==> src/rtl/neuron_layer_sequencer_pkg.sv <==
// Shared types and widths for the spiking layer sequencer and its LIF arithmetic.
package neuron_layer_sequencer_pkg;

    localparam int MEM_W = 9;
    localparam int WGT_W = 8;
    localparam int TH_W  = 8;

    typedef enum logic [1:0] {
        S_IDLE,
        S_ACCUM,
        S_FIRE,
        S_DONE
    } state_e;

    typedef enum logic {
        LIF_ACC,
        LIF_FIRE
    } lif_mode_e;

    function automatic logic [MEM_W-1:0] sext_w(input logic [WGT_W-1:0] w);
        return {{(MEM_W-WGT_W){w[WGT_W-1]}}, w};
    endfunction

endpackage

==> src/rtl/neuron_layer_sequencer_lif_update.sv <==
// Combinational membrane arithmetic: 9-bit wrapping accumulate, or threshold fire with reset-to-zero.
module lif_update
    import neuron_layer_sequencer_pkg::*;
(
    input  logic [MEM_W-1:0] v_mem_i,
    input  logic [WGT_W-1:0] weight_i,
    input  logic [TH_W-1:0]  v_th_i,
    input  lif_mode_e        mode_i,
    output logic [MEM_W-1:0] v_next_o,
    output logic             spike_o
);

    logic [MEM_W-1:0] diff;

    // Fire test is the sign of the wrapped difference, not a signed compare.
    assign diff = v_mem_i - {1'b0, v_th_i};

    always_comb begin
        v_next_o = v_mem_i;
        spike_o  = 1'b0;
        if (mode_i == LIF_ACC) begin
            v_next_o = v_mem_i + sext_w(weight_i);
        end else begin
            spike_o = ~diff[MEM_W-1];
            if (spike_o) v_next_o = '0;
        end
    end

endmodule

==> src/rtl/neuron_layer_sequencer.sv <==
// Sequences one time step of a fully connected spiking layer: streams weights per neuron,
// accumulates spiking inputs into per-neuron membranes, then fires and publishes the spike vector.
module neuron_layer_sequencer
    import neuron_layer_sequencer_pkg::*;
#(
    parameter int N_INPUTS  = 16,
    parameter int N_NEURONS = 10,
    parameter int ADDR_W    = 8
) (
    input  logic                 wb_clk_i,
    input  logic                 wb_rst_i,
    input  logic                 start,
    input  logic                 clear_mem,
    input  logic [N_INPUTS-1:0]  in_spikes,
    input  logic [TH_W-1:0]      v_th,
    output logic                 weight_rd_en,
    output logic [ADDR_W-1:0]    weight_addr,
    input  logic [WGT_W-1:0]     weight_data,
    output logic                 busy,
    output logic                 done,
    output logic [N_NEURONS-1:0] out_spikes
);

    localparam int IW = $clog2(N_INPUTS + 1);
    localparam int NW = (N_NEURONS > 1) ? $clog2(N_NEURONS) : 1;
    localparam logic [IW-1:0] I_LAST  = IW'(N_INPUTS - 1);
    localparam logic [IW-1:0] I_DRAIN = IW'(N_INPUTS);
    localparam logic [NW-1:0] N_LAST  = NW'(N_NEURONS - 1);

    state_e                 state_q;
    logic [NW-1:0]          n_q;
    logic [IW-1:0]          i_q;
    logic [N_INPUTS-1:0]    spk_q;
    logic [TH_W-1:0]        vth_q;
    logic [N_NEURONS-1:0]   sh_q;
    logic [N_NEURONS-1:0]   sh_d;
    logic                   acc_en_q;
    logic [MEM_W-1:0]       v_mem_q [N_NEURONS];

    logic [N_INPUTS:0]      spk_ext;
    lif_mode_e              lif_mode;
    logic [MEM_W-1:0]       lif_v_next;
    logic                   lif_spike;

    // Extra zero bit lets the drain index (N_INPUTS) select safely.
    assign spk_ext  = {1'b0, spk_q};
    assign lif_mode = (state_q == S_FIRE) ? LIF_FIRE : LIF_ACC;

    lif_update u_lif (
        .v_mem_i  (v_mem_q[n_q]),
        .weight_i (weight_data),
        .v_th_i   (vth_q),
        .mode_i   (lif_mode),
        .v_next_o (lif_v_next),
        .spike_o  (lif_spike)
    );

    always_comb begin
        sh_d      = sh_q;
        sh_d[n_q] = lif_spike;
    end

    always_ff @(posedge wb_clk_i) begin
        if (wb_rst_i) begin
            state_q      <= S_IDLE;
            n_q          <= '0;
            i_q          <= '0;
            spk_q        <= '0;
            vth_q        <= '0;
            sh_q         <= '0;
            acc_en_q     <= 1'b0;
            busy         <= 1'b0;
            done         <= 1'b0;
            weight_rd_en <= 1'b0;
            weight_addr  <= '0;
            out_spikes   <= '0;
            for (int k = 0; k < N_NEURONS; k++) v_mem_q[k] <= '0;
        end else begin
            done     <= 1'b0;
            // Weight data returns one cycle after the read, so gate it with the delayed spike bit.
            acc_en_q <= weight_rd_en & spk_ext[i_q];
            case (state_q)
                S_IDLE: begin
                    if (clear_mem) begin
                        for (int k = 0; k < N_NEURONS; k++) v_mem_q[k] <= '0;
                    end else if (start) begin
                        spk_q        <= in_spikes;
                        vth_q        <= v_th;
                        n_q          <= '0;
                        i_q          <= '0;
                        busy         <= 1'b1;
                        weight_rd_en <= 1'b1;
                        weight_addr  <= '0;
                        state_q      <= S_ACCUM;
                    end
                end
                S_ACCUM: begin
                    if (acc_en_q) v_mem_q[n_q] <= lif_v_next;
                    if (i_q == I_DRAIN) begin
                        state_q <= S_FIRE;
                    end else begin
                        i_q <= i_q + IW'(1);
                        if (i_q == I_LAST) weight_rd_en <= 1'b0;
                        else               weight_addr  <= weight_addr + ADDR_W'(1);
                    end
                end
                S_FIRE: begin
                    v_mem_q[n_q] <= lif_v_next;
                    sh_q         <= sh_d;
                    if (n_q == N_LAST) begin
                        out_spikes <= sh_d;
                        done       <= 1'b1;
                        state_q    <= S_DONE;
                    end else begin
                        n_q          <= n_q + NW'(1);
                        i_q          <= '0;
                        weight_rd_en <= 1'b1;
                        weight_addr  <= weight_addr + ADDR_W'(1);
                        state_q      <= S_ACCUM;
                    end
                end
                S_DONE: begin
                    busy    <= 1'b0;
                    state_q <= S_IDLE;
                end
                default: state_q <= S_IDLE;
            endcase
        end
    end

endmodule
==> config.mk <==
export PLATFORM = sky130hd
export DESIGN_NAME = neuron_layer_sequencer
export DESIGN_NICKNAME = d
export VERILOG_FILES = /design/src/rtl/neuron_layer_sequencer_pkg.sv /design/src/rtl/neuron_layer_sequencer_lif_update.sv /design/src/rtl/neuron_layer_sequencer.sv
export SDC_FILE = /design/constraint.sdc
export NUM_CORES = 1
export LEC_CHECK = 0
export BUFFER_PORTS_ARGS = -buffer_cell sky130_fd_sc_hd__buf_4
export CORE_MARGIN = 1
export CORE_UTILIZATION = 30
export CTS_BUF_LIST = sky130_fd_sc_hd__clkbuf_4 sky130_fd_sc_hd__clkbuf_8
export DETAILED_ROUTE_END_ITERATION = 8
export PLACE_DENSITY = 0.49
export SYNTH_ARGS = -nofsm -noshare
export SYNTH_HDL_FRONTEND = slang
export SYNTH_HIERARCHICAL = 1
export SYNTH_SLANG_ARGS = --single-unit
==> constraint.sdc <==
create_clock -name wb_clk_i -period 4.1 [get_ports wb_clk_i]
set_clock_uncertainty 0.05 [all_clocks]
set_input_delay 0.205 -clock wb_clk_i [delete_from_list [all_inputs] [get_ports wb_clk_i]]
set_output_delay 0.205 -clock wb_clk_i [all_outputs]
set_load 0.02 [all_outputs]
## Word-level counts from Yosys, hierarchy flattened

Memories as Yosys holds them, arrays and structs flattened. A register that Yosys moved wholly into a read port is not among the register bits.
Index checks and enable logic that the tools add are counted.
Widths: inputs -> output; s select.

| storage, ports and cells | value |
|---|---|
| latch bits | 0 |
| flip-flop bits (word level) | 67 |
| bits in writable memories | 90 |
| memory bits (read-only) | 0 |
| output and inout bits | 21 |
| memories | 1 |

| cells by class | value |
|---|---|
| add/subtract/negate cells | 5 |
| bitwise gates (word level) | 15 |
| reductions and logical operators | 15 |
| multipliers | 0 |
| equal/unequal tests | 13 |
| mux-type cells | 65 |
| $lt $le $gt $ge | 3 |
| shift-type cells | 0 |
| div/mod/pow operators | 0 |

Memories:

| memory | depth | width | rd ports | clocked after memory_dff | write ports | RTL line | text |
|---|---|---|---|---|---|---|---|
| v_mem_q | 10 | 9 | 1 | 1 | 10 | neuron_layer_sequencer.sv:38 | `logic [MEM_W-1:0] v_mem_q [N_NEURONS];` |

Operators by type and width:

| cell | number |
|---|---|
| $mux 9 | 14 |
| $mux 8 | 5 |
| $mux 4 | 6 |
| $pmux 8 s3 | 1 |
| $mux 1 | 23 |
| $mux 5 | 4 |
| $pmux 5 s3 | 1 |
| $ne 2x2->1 const B | 7 |
| $reduce_and 6->1 | 2 |
| $or 1x1->1 | 11 |
| $bwmux 10 | 1 |
| $add 9x9->9 | 1 |
| $reduce_and 3->1 | 3 |
| $reduce_or 9->1 | 1 |
| $sub 9x8->9 | 1 |
| $add 8x1->8 const B | 1 |
| $mux 2 | 4 |
| $pmux 2 s4 | 1 |
| $pmux 4 s2 | 1 |
| $lt 5x6->1 const B | 1 |
| $add 5x1->5 const B | 1 |
| $bmux 1 s5 | 1 |
| $eq 5x4->1 const B | 1 |
| $eq 5x5->1 const B | 1 |
| other kinds (19) | 23 |

## Longest topological paths before layout

| logic depth | value |
|---|---|
| word-level depth | 7 |
| mapped depth | 13 |
| depth with buffers taken out | 11 |

## Cells and area by module

The synthesis kept the hierarchy.

Modules (own cells, without submodules):

| module | area an instance (µm²) | sequential area each (µm²) | instances | cells each |
|---|---|---|---|---|
| neuron_layer_sequencer | 9281.4 | 5725.5 | 1 | 686 |
| lif_update | 659.4 | 0.0 | 1 | 91 |

## Least setup slack after synthesis

No wires, ideal clock.

| timing | value |
|---|---|
| path type | flip-flop to flip-flop |
| from | reg (tool-made name) |
| to | mem v_mem_q[0][8], data pin |
| path slack | 184 ps |
| library setup time | 136 ps |
| data required time | 3914 ps |
| cell stages (with the launch flop) | 12 |
| arrival | 3730 ps |
| cells stage by stage | dfxtp_1 > buf_6 > buf_4 > mux4_2 > mux4_2 > ha_1 > fa_1 > a211oi_2 > o211ai_1 > and3_1 > o31ai_1 > and2_1 |

RTL lines:

| element | RTL line |
|---|---|
| end: declaration | neuron_layer_sequencer.sv:38 |

==> impl_metrics.tcl <==
set metrics [dict create \
    status "complete, no violations" \
    area_growth_pct 21.9 \
    arrival_ns 4.11 \
    overflow 0 \
    io_pins 57 \
    fin_nets 965 \
    dp_cells 1273 \
    cts.sinks 214 \
    setup_slack_ns 0.222 \
    path_cells "buf_12, buf_4, mux4_2, mux4_2, ha_1, nand2_1, o31a_1, o21ai_0, ha_1, nor2b_1, buf_4, a21oi_1, nand3_1, buf_12, and2_1" \
    synth-edff-count 144 \
    synth_most_common_cell "edfxtp_1" \
    yosysTopAreaCell "edfxtp_1" \
    cts_inserted_buffers 38 \
    multiInputGateArea_mm2 0.00397 \
    yosysWarnings 6 \
    grt_pass1_wl_mm 38.2 \
    worst_pin_slew_ns 0.942 \
    antenna_found_initial 0 \
    die-height_um 184 \
    cts_root_buf "clkbuf_8" \
    start_util_pct 30.6 \
    htree_levels 2 \
    synth_flop_cell "edfxtp_1" \
    insertion_delay_ns 0.53 \
    placementRows 66 \
    drv_cap 0 \
    drc_errors 0 \
    max_slew_margin_pct 36.9 \
    ant_nets 0 \
    clkTransAtPathRegs_ns 0.06 \
    crit_path_start_kind "register" \
    required_ns 4.33 \
    syn_nets 843 \
    seq_area_frac_synth_pct 57.6 \
    vias_per_cell 4.79 \
    ir_drop_mv 0.182 \
    slew_viol_final 0 \
    grt_max_degree 66 \
    p_per_area_mw_per_mm2 537 \
    path_max_fanout 16 \
    dr_total_vias 6564 \
    fin_area_mm2 0.0121 \
    p_leak_nw 4.44 \
    first_global_vias 6716 \
    wl_per_cell_um 17.9 \
    syn_avg_cell_area_um2 12.8 \
    drtPass1Iterations 5 \
    diodes 0 \
    die_w_um 184 \
    clock_path_buffers 3 \
    wl_mm 24.5 \
    grt_use_total_pct 14.7 \
    fill_cells 3158 \
    finalCritPeriodShare_pct 94.6 \
    regArea_mm2 0.00573 \
    hold_path.class "input port to register" \
    synthArstFlopShare_pct 0 \
    dp_hpwl_mm 16.3 \
    synth_commonest_cells "144 x edfxtp_1, 93 x and2_1, 76 x nand2_1" \
    critPathSlowestCell "mux4_2" \
    hold_viol_final 0 \
    synth.area.top_cells "edfxtp_1 43%, dfxtp_1 14%, mux4_2 11%, and2_1 5.9%, ha_1 3.7%" \
    postSynthCellCount 777 \
    io_buffers 56 \
    final_cells 1370 \
    place_area_mm2 0.0111 \
    gp_congestion 0.777 \
    die-area_mm2 0.0339 \
    core_mm2 0.0325 \
    synthesis.area_mm2 0.00994 \
    crit_family "multiplexers" \
    period_minus_slack_ns 3.88 \
    rsz0062_at_grt "false" \
    critPathBufInv 4 \
    cts_tree "built" \
    max_freq_mhz 258 \
    cpPeakStageDelay_ns 0.55 \
    dp_slack_ns -0.0807 \
    synth-seq-cells 214 \
    synth_cell_types 61 \
    synth.top_cell.area_share_pct 43.5 \
    critPathCaptureType "register" \
    drive_gt1_share_pct 23.3 \
    drt-initial-drc-count 453 \
    crit_type "register to register" \
    finalSetupViolCount 0 \
]
-- registers in the layout, summed over array words and instances (netlist names), 2 cells and up, named ones only --
signal       count
v_mem_q        144
spk_q           16
out_spikes      10
sh_q             9
vth_q            8
weight_addr      8
i_q              5
n_q              4
state_q          2
-- area by class of cell --
class	instances	area share (%)
flip-flops and latches	214	47.3
multi-input cells	503	32.8
repair buffers	119	8.59
clock buffers	54	5.46
well taps	442	4.56
inverters	23	0.713
clock inverters	15	0.651
-- power by group --
part	switching [mW]	leakage, nW	internal (mW)
sequential	0.104	2.03	2.68
combinational	1.07	2.02	0.722
clock	0.892	0.390	1.05
total	2.06	4.44	4.45
-- worst paths after layout --
path	startpoint	endpoint	slack [ns]	depth (start not counted)
worst max-delay path	register	v_mem_q[6][5]	0.22	15
worst min-delay path	wb_rst_i	sh_q[7]	0.16	2
worst max register to register	register	v_mem_q[6][5]	0.22	15
worst min register to register	spk_q[12]	spk_q[12]	0.40	2
-- cells by family after synthesis --
kind of cell             share of synthesized area [%]
AND/OR/NAND/NOR                                   14.5
flip-flops                                        57.6
adder cells (fa/ha/maj)                           3.85
buffers and inverters                             2.61
AO/OA/AOI/OAI                                     8.70
multiplexers                                      12.3
XOR/XNOR                                         0.441
-- what timing repair did --
| action | 4_1_cts | 5_1_grt |
|---|---|---|
| gates resized for setup | 1 | 2 |
| hold buffers | 24 | 0 |
| endpoints found under the hold margin | 24 | 0 |
| endpoints found under the setup margin | 16 | 22 |
| setup buffers | 0 | 4 |
-- metrics by stage --
stage,setup TNS [ns],hold slack [ns],util (%),power [mW]
finish,0,0.162,37.2,6.51
CTS,0,0.136,37.1,6.59
global route,0,0.189,37.2,6.88
floorplan,0,0.291,-,3.82
detailed placement,-1.05,0.394,34.1,4.60
global placement,0,0.394,34.1,4.59
-- layer usage --
layer / GRT usage (%) / part of all wire [%]
met1: 19.5 / 47
met2: 24.7 / 47
met3: 2.38 / 3.6
met4: 4.43 / 2.0
met5: 0 / 0
-- cells in the final DEF, fill, tap and decap left out, drive strengths merged, types with 29 or more instances in the layout --
cell type / netlist / final
nand2: 76 / 76
clkbuf: 20 / 54
a21oi: 49 / 49
mux4: 50 / 50
ha: 29 / 29
dfxtp: 70 / 70
nor2: 40 / 40
and2: 93 / 93
edfxtp: 144 / 144
buf: 17 / 95
(Power assumes the default switching activity.)
